**config.mk**
```make
export PLATFORM = sky130hd
export DESIGN_NAME = decode_unit
export DESIGN_NICKNAME = d
export VERILOG_FILES = /design/src/rtl/riscv_decode_pkg.sv /design/src/rtl/imm_gen.sv /design/src/rtl/decode_unit.sv
export SDC_FILE = /design/constraint.sdc
export NUM_CORES = 1
export LEC_CHECK = 0
export BUFFER_PORTS_ARGS = -buffer_cell sky130_fd_sc_hd__buf_2
export CORE_ASPECT_RATIO = 2
export CORE_MARGIN = 3
export CORE_UTILIZATION = 47
export DETAILED_ROUTE_END_ITERATION = 6
export GPL_TIMING_DRIVEN = 0
export PLACE_DENSITY_LB_ADDON = 0.05
export SLEW_MARGIN = 20
export SYNTH_ARGS = -nofsm -noshare
export SYNTH_HDL_FRONTEND = slang
export SYNTH_SLANG_ARGS = --single-unit
```
**constraint.sdc**
```tcl
create_clock -name clk -period 0.8 [get_ports clk]
set_input_delay 0.12 -clock clk [delete_from_list [all_inputs] [get_ports clk]]
set_output_delay 0.12 -clock clk [all_outputs]
set_load 0.05 [all_outputs]
```
**src/rtl/riscv_decode_pkg.sv**
```systemverilog
// Shared RV32I decode constants: opcode classes, ALU codes, B-operand selects.
// Also holds the funct3 -> ALU operation mapping shared by R and I-ALU forms.
package riscv_decode_pkg;

  localparam logic [6:0] OP_R      = 7'b0110011;
  localparam logic [6:0] OP_IALU   = 7'b0010011;
  localparam logic [6:0] OP_LOAD   = 7'b0000011;
  localparam logic [6:0] OP_STORE  = 7'b0100011;
  localparam logic [6:0] OP_BRANCH = 7'b1100011;
  localparam logic [6:0] OP_JAL    = 7'b1101111;
  localparam logic [6:0] OP_JALR   = 7'b1100111;
  localparam logic [6:0] OP_LUI    = 7'b0110111;
  localparam logic [6:0] OP_AUIPC  = 7'b0010111;

  localparam logic [2:0] ALU_ADD = 3'b000;
  localparam logic [2:0] ALU_SUB = 3'b001;
  localparam logic [2:0] ALU_AND = 3'b010;
  localparam logic [2:0] ALU_OR  = 3'b011;
  localparam logic [2:0] ALU_XOR = 3'b100;
  localparam logic [2:0] ALU_SLT = 3'b101;
  localparam logic [2:0] ALU_SLL = 3'b110;
  localparam logic [2:0] ALU_SRX = 3'b111;

  localparam logic [1:0] SRCB_RS2  = 2'b00;
  localparam logic [1:0] SRCB_IMM  = 2'b01;
  localparam logic [1:0] SRCB_FOUR = 2'b10;

  function automatic logic [2:0] alu_op(
    input logic [2:0] f3,
    input logic       sub
  );
    logic [2:0] op;
    op = ALU_ADD;
    case (f3)
      3'b000:         op = sub ? ALU_SUB : ALU_ADD;
      3'b111:         op = ALU_AND;
      3'b110:         op = ALU_OR;
      3'b100:         op = ALU_XOR;
      3'b010, 3'b011: op = ALU_SLT;
      3'b001:         op = ALU_SLL;
      default:        op = ALU_SRX;
    endcase
    return op;
  endfunction

endpackage

```
**src/rtl/imm_gen.sv**
```systemverilog
// Combinational RV32I immediate generator.
// Selects the immediate format from the opcode; unknown opcodes give zero.
module imm_gen
  import riscv_decode_pkg::*;
(
  input  logic [31:0] instr_i,
  output logic [31:0] imm_o
);

  logic [31:0] i;
  assign i = instr_i;

  always_comb begin
    imm_o = '0;
    case (i[6:0])
      OP_IALU, OP_LOAD, OP_JALR:
        imm_o = {{20{i[31]}}, i[31:20]};
      OP_STORE:
        imm_o = {{20{i[31]}}, i[31:25], i[11:7]};
      OP_BRANCH:
        imm_o = {{19{i[31]}}, i[31], i[7],
                 i[30:25], i[11:8], 1'b0};
      OP_LUI, OP_AUIPC:
        imm_o = {i[31:12], 12'b0};
      OP_JAL:
        imm_o = {{11{i[31]}}, i[31], i[19:12],
                 i[20], i[30:21], 1'b0};
      default:
        imm_o = '0;
    endcase
  end

endmodule

```
**src/rtl/decode_unit.sv**
```systemverilog
// RV32I decode stage: control decode plus a single output register.
// Every output is captured one clk after the instruction is presented.
module decode_unit
  import riscv_decode_pkg::*;
(
  input  logic        clk,
  input  logic        reset,
  input  logic        Cond_Chk_reg,
  input  logic [31:0] instruction,
  output logic [6:0]  opcode_reg,
  output logic [2:0]  funct3_reg,
  output logic [6:0]  funct7_reg,
  output logic [4:0]  rs1_reg,
  output logic [4:0]  rs2_reg,
  output logic [4:0]  rd_reg,
  output logic [31:0] Imm_reg,
  output logic        IorD_reg,
  output logic        MemWrite_reg,
  output logic        MtoR_reg,
  output logic        IRWrite_reg,
  output logic        RegWrite_reg,
  output logic        Branch_reg,
  output logic        PCWrite_reg,
  output logic        PCSel_reg,
  output logic        AluSrcA_reg,
  output logic [1:0]  AluSrcB_reg,
  output logic [2:0]  AluControl_reg
);

  logic [6:0]  op;
  logic [2:0]  f3;
  logic [6:0]  f7;
  logic        rd_nz;
  logic [31:0] imm_d;

  assign op    = instruction[6:0];
  assign f3    = instruction[14:12];
  assign f7    = instruction[31:25];
  assign rd_nz = |instruction[11:7];

  imm_gen u_imm_gen (
    .instr_i (instruction),
    .imm_o   (imm_d)
  );

  logic is_r, is_i, is_ld, is_st, is_br;
  logic is_jal, is_jalr, is_lui, is_auipc, legal;

  assign is_r     = (op == OP_R);
  assign is_i     = (op == OP_IALU);
  assign is_ld    = (op == OP_LOAD);
  assign is_st    = (op == OP_STORE);
  assign is_br    = (op == OP_BRANCH);
  assign is_jal   = (op == OP_JAL);
  assign is_jalr  = (op == OP_JALR);
  assign is_lui   = (op == OP_LUI);
  assign is_auipc = (op == OP_AUIPC);
  assign legal    = is_r | is_i | is_ld | is_st | is_br |
                    is_jal | is_jalr | is_lui | is_auipc;

  logic       iord_d, memw_d, mtor_d, regw_d;
  logic       br_d, pcsel_d, srca_d;
  logic [1:0] srcb_d;
  logic [2:0] alu_d;

  always_comb begin
    iord_d  = 1'b0;
    memw_d  = 1'b0;
    mtor_d  = 1'b0;
    regw_d  = 1'b0;
    br_d    = 1'b0;
    pcsel_d = 1'b0;
    srca_d  = 1'b0;
    srcb_d  = SRCB_RS2;
    alu_d   = ALU_ADD;
    unique case (1'b1)
      is_r: begin
        regw_d = rd_nz;
        alu_d  = alu_op(f3, f7[5]);
      end
      is_i: begin
        regw_d = rd_nz;
        srcb_d = SRCB_IMM;
        alu_d  = alu_op(f3, 1'b0);
      end
      is_ld: begin
        iord_d = 1'b1;
        mtor_d = 1'b1;
        regw_d = rd_nz;
        srcb_d = SRCB_IMM;
      end
      is_st: begin
        iord_d = 1'b1;
        memw_d = 1'b1;
        srcb_d = SRCB_IMM;
      end
      is_br: begin
        br_d    = 1'b1;
        pcsel_d = Cond_Chk_reg;
        srca_d  = 1'b1;
        srcb_d  = SRCB_IMM;
        alu_d   = ALU_SUB;
      end
      is_jal: begin
        regw_d  = rd_nz;
        pcsel_d = 1'b1;
        srca_d  = 1'b1;
        srcb_d  = SRCB_FOUR;
      end
      is_jalr: begin
        regw_d  = rd_nz;
        pcsel_d = 1'b1;
        srcb_d  = SRCB_FOUR;
      end
      is_lui: begin
        regw_d = rd_nz;
        srcb_d = SRCB_IMM;
      end
      is_auipc: begin
        regw_d = rd_nz;
        srca_d = 1'b1;
        srcb_d = SRCB_IMM;
      end
      default: ;
    endcase
  end

  always_ff @(posedge clk or negedge reset) begin
    if (!reset) begin
      opcode_reg     <= '0;
      funct3_reg     <= '0;
      funct7_reg     <= '0;
      rs1_reg        <= '0;
      rs2_reg        <= '0;
      rd_reg         <= '0;
      Imm_reg        <= '0;
      IorD_reg       <= 1'b0;
      MemWrite_reg   <= 1'b0;
      MtoR_reg       <= 1'b0;
      IRWrite_reg    <= 1'b0;
      RegWrite_reg   <= 1'b0;
      Branch_reg     <= 1'b0;
      PCWrite_reg    <= 1'b0;
      PCSel_reg      <= 1'b0;
      AluSrcA_reg    <= 1'b0;
      AluSrcB_reg    <= '0;
      AluControl_reg <= '0;
    end else begin
      opcode_reg     <= op;
      funct3_reg     <= f3;
      funct7_reg     <= f7;
      rs1_reg        <= instruction[19:15];
      rs2_reg        <= instruction[24:20];
      rd_reg         <= instruction[11:7];
      Imm_reg        <= imm_d;
      IorD_reg       <= iord_d;
      MemWrite_reg   <= memw_d;
      MtoR_reg       <= mtor_d;
      IRWrite_reg    <= legal;
      RegWrite_reg   <= regw_d;
      Branch_reg     <= br_d;
      PCWrite_reg    <= legal;
      PCSel_reg      <= pcsel_d;
      AluSrcA_reg    <= srca_d;
      AluSrcB_reg    <= srcb_d;
      AluControl_reg <= alu_d;
    end
  end

endmodule

```
==> results of run 1 <==
==> cell usage in the layout (no fill, tap or decap), drive strengths merged, types with 3 or more instances in the layout <==
| cell | instances |
|---|---|
| buf | 139 |
| dfrtp | 77 |
| dlygate4sd3 | 32 |
| clkbuf | 17 |
| a22o | 15 |
| a21o | 8 |
| and2 | 6 |
| nor2 | 6 |
| nand2 | 6 |
| nor3 | 4 |
| nor4 | 4 |
| nand4b | 3 |
| nand3 | 3 |
| a21oi | 3 |
==> worst paths after layout <==
kind | endpoint
setup / recovery | PCWrite_reg
hold / removal | funct7_reg[0]
max in group asynchronous | Branch_reg
min in group clk | Imm_reg[2]
==> stage by stage <==
stage,TNS [ns],area [sq um],std cells,hold slack [ns]
global route,-22.17,4870,419,-0.324
global placement,-83.96,3340,353,0.241
floorplan,-10.27,2700,181,-0.176
detailed placement,-23.85,3370,354,0.0525
CTS,-18.23,4700,416,-0.326
finish,-19.84,4870,419,-0.337
==> worst max-delay path, stage by stage (launching register included) <==
cell,delay [ns]
dfrtp_2,0.42
buf_8,0.12
buf_8,0.14
==> cells by family after synthesis <==
family | after synthesis | share of synthesized area [%]
buffers and inverters | 12 | 2.54
AOI/OAI and AO/OA | 42 | 12.9
and+or+nand+nor | 46 | 10.7
muxes | 2 | 0.800
DFF | 77 | 72.4
xor gates and xnor gates | 2 | 0.659
==> cell type report <==
cell class / instances / share of cell area, %
Clock buffer: 13 / 3.47
Inverter: 1 / 0.0771
Clock inverter: 1 / 0.617
Timing Repair Buffer: 165 / 33.6
Sequential cell: 77 / 39.6
Multi-Input combinational cell: 92 / 18.8
Tap cell: 60 / 1.54
Buffer: 10 / 2.24
==> per-layer routing <==
metal,track usage [%],vias up,share of wire (%)
met1,26.9,1138,32
met3,7.59,37,6.4
met5,0,-,0
met4,17.4,0,4.8
li1,-,1003,-
met2,45.1,123,57
==> power by group <==
part | total, mW | internal (mW) | switching [mW] | leakage [nW]
Sequential | 4.08 | 4.01 | 0.0648 | 0.995
Clock | 3.04 | 1.67 | 1.37 | 0.102
Combinational | 1.62 | 0.656 | 0.960 | 1.27
Total | 8.73 | 6.33 | 2.40 | 2.37
==> what timing repair did <==
item / 4_1_cts / 5_1_grt
gates cloned: 2 / 0
setup buffers: 14 / 4
resized for setup: 201 / 28
setup endpoints to repair: 116 / 118
pin swaps: 31 / 19
endpoints found under the hold margin: 62 / 25
==> metrics.md, run 1 <==
| Metric | Value |
|---|---|
| Lkg Pwr | around 2.4 nW |
| Avg Vias per Cell | between 5 and 6 |
| Most instantiated flip-flop cell in the synthesis netlist | dfrtp_1 |
| Largest net degree at the start of global routing | 53 |
| Core area | about 5500 sq um |
| Worst setup slack before clock tree synthesis | -0.769 ns |
| Average size of a mapped cell | 14.7 sq um |
| Row cnt | 38 |
| Crit path capture type | output pin |
| Number of distinct standard cells referenced by the synthesized netlist | 42 |
| Minimum period implied by the final worst setup slack | approximately 1.2 ns |
| Yosys warnings | 0 |
| X dimension of the die | slightly below 60 microns |
| Total DRC errors in the routed layout | 0 |
| Largest area contributor in the synthesized netlist | dfrtp_1 |
| Failing checks | hold timing, setup timing |
| Req. time, crit path | 0.68 ns |
| Vertical die dimension | about 110 microns |
| Cell types occupying the most area after synthesis | dfrtp_1 (72%), a22o_1 (4.9%), a21o_1 (2.3%) |
| Final Power | 8.73 mW |
| Multi-input gate area in the final layout | about 920 sq um |
| Starting DRC count in detailed routing | 96 |
| Area share of the largest cell type after synthesis | 72.4% |
| Maximum ir drop on the vdd rail | 2.29 mV |
| Number of maximum-capacitance violations | 0 |
| Number of primary I/O pins | ~110 |
| Area enclosed by the die boundary | about 6700 sq um |
| Largest fanout on the critical path | 2 |
| Startpoint-to-endpoint class of the critical path | flop to output pin |
| Endpoint arrival time on the critical path | 1.03 ns |
| Diodes inserted | 0 |
| Sequential standard cell area | 1930 sq um |
| Global-route wire length before repair | 13.0 mm |
| Area growth syn-to-layout | 82.9% |
| Number of synthesized register bits | between 70 and 80 |
| Setup repair after global routing missed its margin | yes |
| Number of enable-type register cells in the synthesized netlist | 0 |
| Utilization of the core after routing | a little under 90% |
| GR Util All Layers | between 20% and 30% |
| Via count | around 2300 |
| Post-synthesis net count | ~220 |
| Antenna-violating nets left | 0 |
| Number of global-route vias before repair | roughly 2500 |
| Share of cells above drive strength 1 | between 50% and 60% |
| Number of hold-slack violations in the final timing report | 40 |
| Ranking of synthesized cells by instance count | dfrtp_1 (77), a22o_1 (15), a21o_1 (8) |
| P per Cell Area | between 1500 and 2000 nW/um^2 |
| Number of antenna violations at the first check in global routing | 0 |
| Post-synth ARST share | 100% |
| Worst-case clock buffer depth | 2 |
| IO buf count | about 110 |
| Number of CTS-inserted buffers | 9 |
| Filler cell count in the final layout | 219 |
| Maximum operating frequency | between 800 and 900 MHz |
| Total number of nets in the final design | between 300 and 400 |
| Max-slew headroom at the worst pin | between 60% and 70% |
| Hold-fix buffers at CTS | 32 |
| Number of flip-flops under the largest register name | 32 |
| Detailed-route wire length per cell | between 20 and 25 microns |
| Worst setup path startpoint | PCWrite_reg |
| Post-route fraction of the period consumed by the critical path | 144% |
| Final routed wirelength across all metal layers | 9.17 mm |
| Run status | finished, violations left |
| Detail Placement HPWL | 4.56 mm |
| Global placement routability congestion | 0.828 |
| Class of the worst hold path | primary input to asynchronous set/reset pin |
| Most instantiated library cell after synthesis | dfrtp_1 |
| Launching element type of the critical path | flop |
| Sink Count | 77 |
| Clock tree from TritonCTS | yes |
| Master cell of the clock root buffer | clkbuf_8 |
| Starting density of the core | 48.6% |
| Max-slew violation count | 0 |
| Synth Instances | 181 |
| Final-layout worst hold slack | -0.337 ns |
| Post-Syn Area | between 2000 and 3000 sq um |
| Setup violation total in the final timing report | roughly 110 |
| Clock-pin slew reported for the worst setup and hold paths after clock tree synthesis | 0.07 ns |
| Actual slew at the worst max-slew pin | around 0.51 ns |
| Number of search-and-repair iterations in the first detailed-routing pass | 4 |
| Number of levels the H-tree was split into | 3 |
| Setup WS post-layout | -0.353 ns |
| Total congestion overflow after global routing | 0 |
| Post-synthesis sequential area ratio | between 70% and 80% |
No activity file was read; power rests on OpenSTA's default activity.
==> inputs of run 2 (changes only) <==
Settings changed: CORE_UTILIZATION 47 to 45.
==> run 2 against run 1 <==
Effect of this change:
- the flow still finishes with violations (hold timing, setup timing)
- cell area up 1.3%
- fmax increased by 2.9%
- count of clock-buffer cells in the layout fell by 2
- sequential power barely moved
- combinational power is 3% lower
- global-route usage shrank 2.4 points
- worst hold slack better by 0.079 ns
- non-clock buffer count rose by 3
- largest power group unchanged
==> metrics.md, run 2 (synthesis results as in run 1) <==
| Metric | Value |
|---|---|
| Row cnt | 39 (+2.6%) |
| Final non-filler cell total | 424 (+1.2%) |
| Number of hold-slack violations in the final timing report | 35 (-13%) |
| Startpoint-to-endpoint class of the critical path | flop to output pin |
| Diodes inserted | 0 (unchanged) |
| Launching element type of the critical path | flop |
| Worst setup slack before clock tree synthesis | -0.724 ns (+0.0446 ns) |
| Antenna-violating nets left | 0 (unchanged) |
| Via count | 2247 (-2.3%) |
| Crit path capture type | output pin |
| Post-route fraction of the period consumed by the critical path | 140% (-4.1 points) |
| Number of maximum-capacitance violations | 0 (unchanged) |
| Area enclosed by the die boundary | 6930 sq um (+4.1%) |
| Setup WS post-layout | -0.320 ns (+0.0327 ns) |
| CP Buf/Inv Count | 2 (unchanged) |
| Minimum period implied by the final worst setup slack | 1.12 ns (-0.0327 ns) |
| Commonest cells after routing, fill and taps aside | buf_6 (95), dfrtp_1 (76), buf_2 (32), dlygate4sd3_1 (32), a22o_1 (15) |
| Number of levels the H-tree was split into | 3 (unchanged) |
| Clock tree from TritonCTS | yes |
| Cell occurring most often along the worst timing path | buf_8 |
| Max-slew violation count | 0 (unchanged) |
| Filler cell count in the final layout | 277 (+26%) |
| Number of CTS-inserted buffers | 9 (unchanged) |
| Detail Placement HPWL | 4.50 mm (-1.3%) |
| Core area | 5710 sq um (+4.4%) |
| Share of cells above drive strength 1 | 53.2% (+0.24 points) |
| Total DRC errors in the routed layout | 0 (unchanged) |
| Highest routing layer actually used | met4 |
| Cell-by-cell listing of the critical path | buf_8 -> buf_8 |
| Global placement routability congestion | 0.865 (+4.4%) |
| X dimension of the die | 60.4 microns (+2.0%) |
| Final-layout worst hold slack | -0.258 ns (+0.0794 ns) |
| Number of flip-flops under the largest register name | 32 (unchanged) |
| Req. time, crit path | 0.68 ns (about the same) |
| Largest stage delay on the critical path | 0.42 ns (about the same) |
| Setup repair after global routing missed its margin | yes |
| Largest fanout on the critical path | 2 (unchanged) |
| Endpoint arrival time on the critical path | 1.00 ns (-0.03 ns) |
| Routed met1 length | 2.78 mm (-3.8%) |
| Maximum ir drop on the vdd rail | 2.95 mV (+29%) |
| Total congestion overflow after global routing | 0 (unchanged) |
| Fin area | 4930 sq um (+1.3%) |
| Hold-fix buffers at CTS | 32 (unchanged) |
| Leading cell type in the layout, fill and taps excluded | buf_6 |
| P per Cell Area | 1930 nW/um^2 (+7.4%) |
| Master cell of the clock root buffer | clkbuf_16 |
| Slowest cell on the critical path | dfrtp_2 |
| Lkg Pwr | 2.40 nW (+1.5%) |
| Starting density of the core | 46.6% (-2.1 points) |
| Run status | finished, violations left |
| Max-slew headroom at the worst pin | 68.4% (+2.1 points) |
| Setup violation total in the final timing report | 116 (+1.8%) |
| Worst-case clock buffer depth | 2 (unchanged) |
| Maximum operating frequency | 893 MHz (+2.9%) |
| Vertical die dimension | 115 microns (+2.1%) |
| GR Util All Layers | 24.2% (-2.4 points) |
| Global-route wire length before repair | 12.2 mm (-5.9%) |
| Actual slew at the worst max-slew pin | 0.474 ns (-0.0316 ns) |
| Area after DPL | 3360 sq um (-0.19%) |
| Final routed wirelength across all metal layers | 7.92 mm (-14%) |
| Clock-pin slew reported for the worst setup and hold paths after clock tree synthesis | 0.05 ns (-0.02 ns) |
| Total number of nets in the final design | 394 (+0.77%) |
| Failing checks | hold timing, setup timing |
| Number of antenna violations at the first check in global routing | 0 (unchanged) |
| Inst Count DP | 355 (+0.28%) |
| Starting DRC count in detailed routing | 103 (+7.3%) |
| Wire length on met2 | 4.58 mm (-13%) |
| Number of primary I/O pins | 113 (unchanged) |
| CP delay by family, top | flip-flops |
| IO buf count | 112 (unchanged) |
| Avg Vias per Cell | 5.30 (-3.5%) |
| Largest net degree at the start of global routing | 43 (-19%) |
| Area growth syn-to-layout | 85.3% |
| Sink Count | 77 (unchanged) |
| Number of search-and-repair iterations in the first detailed-routing pass | 4 (unchanged) |
| Utilization of the core after routing | 86.3% (-2.6 points) |
| Met3 wire len | 446 microns (-24%) |
| Detailed-route wire length per cell | 18.7 microns (-15%) |
| Number of global-route vias before repair | 2421 (-3.9%) |
| Final Power | 9.50 mW (+8.8%) |
| Class of the worst hold path | primary input to asynchronous set/reset pin |
==> run 2: metrics by stage <==
| stage | setup TNS (ns) | hold WS, ns |
|---|---|---|
| final | -17.10 | -0.258 |
| after global routing | -20.26 | -0.240 |
| after CTS | -16.68 | -0.251 |
| after detailed placement | -22.85 | 0.104 |
| after global placement | -83.42 | 0.247 |
| after floorplan | -10.27 | -0.176 |
==> run 2: report_power, final <==
| part | internal (mW) | switching, mW |
|---|---|---|
| logic | 0.646 | 0.928 |
| clock network | 2.39 | 1.46 |
| registers | 4.02 | 0.0587 |
| total | 7.06 | 2.45 |
==> run 2: area by class of cell <==
type / count / area [sq um] / share of cell area, %
clock inverters: 4 / 50.0 / 1.02
multi-input cells: 92 / 886 / 18.0
repair buffers: 167 / 1630 / 33.0
flip-flops and latches: 77 / 1930 / 39.1
clock buffers: 11 / 233 / 4.72
inverters: 1 / 3.75 / 0.0761
plain buffers: 11 / 126 / 2.56
well taps: 61 / 76.3 / 1.55
==> run 2: final timing paths <==
path                           startpoint          end  slack [ns]  depth (start not counted)
max in group asynchronous           reset  PCWrite_reg        0.48                          2
max                           PCWrite_reg  PCWrite_reg       -0.32                          2
min                                 reset  Imm_reg[28]       -0.26                          1
min in group clk           instruction[8]   Imm_reg[1]        0.05                          2
==> run 2: timing repair <==
item	CTS	global route
endpoints found under the setup margin	117	120
endpoints found under the hold margin	67	35
pin swaps	41	19
resized for setup	210	20
setup buffers	15	6
gates cloned	3	0
==> run 2: routing by layer <==
metal  track usage (%)  vias up
met2              42.6       91
met1              27.5     1141
met5                 0        -
met4              9.32        0
met3              5.39        9
li1                  -     1006
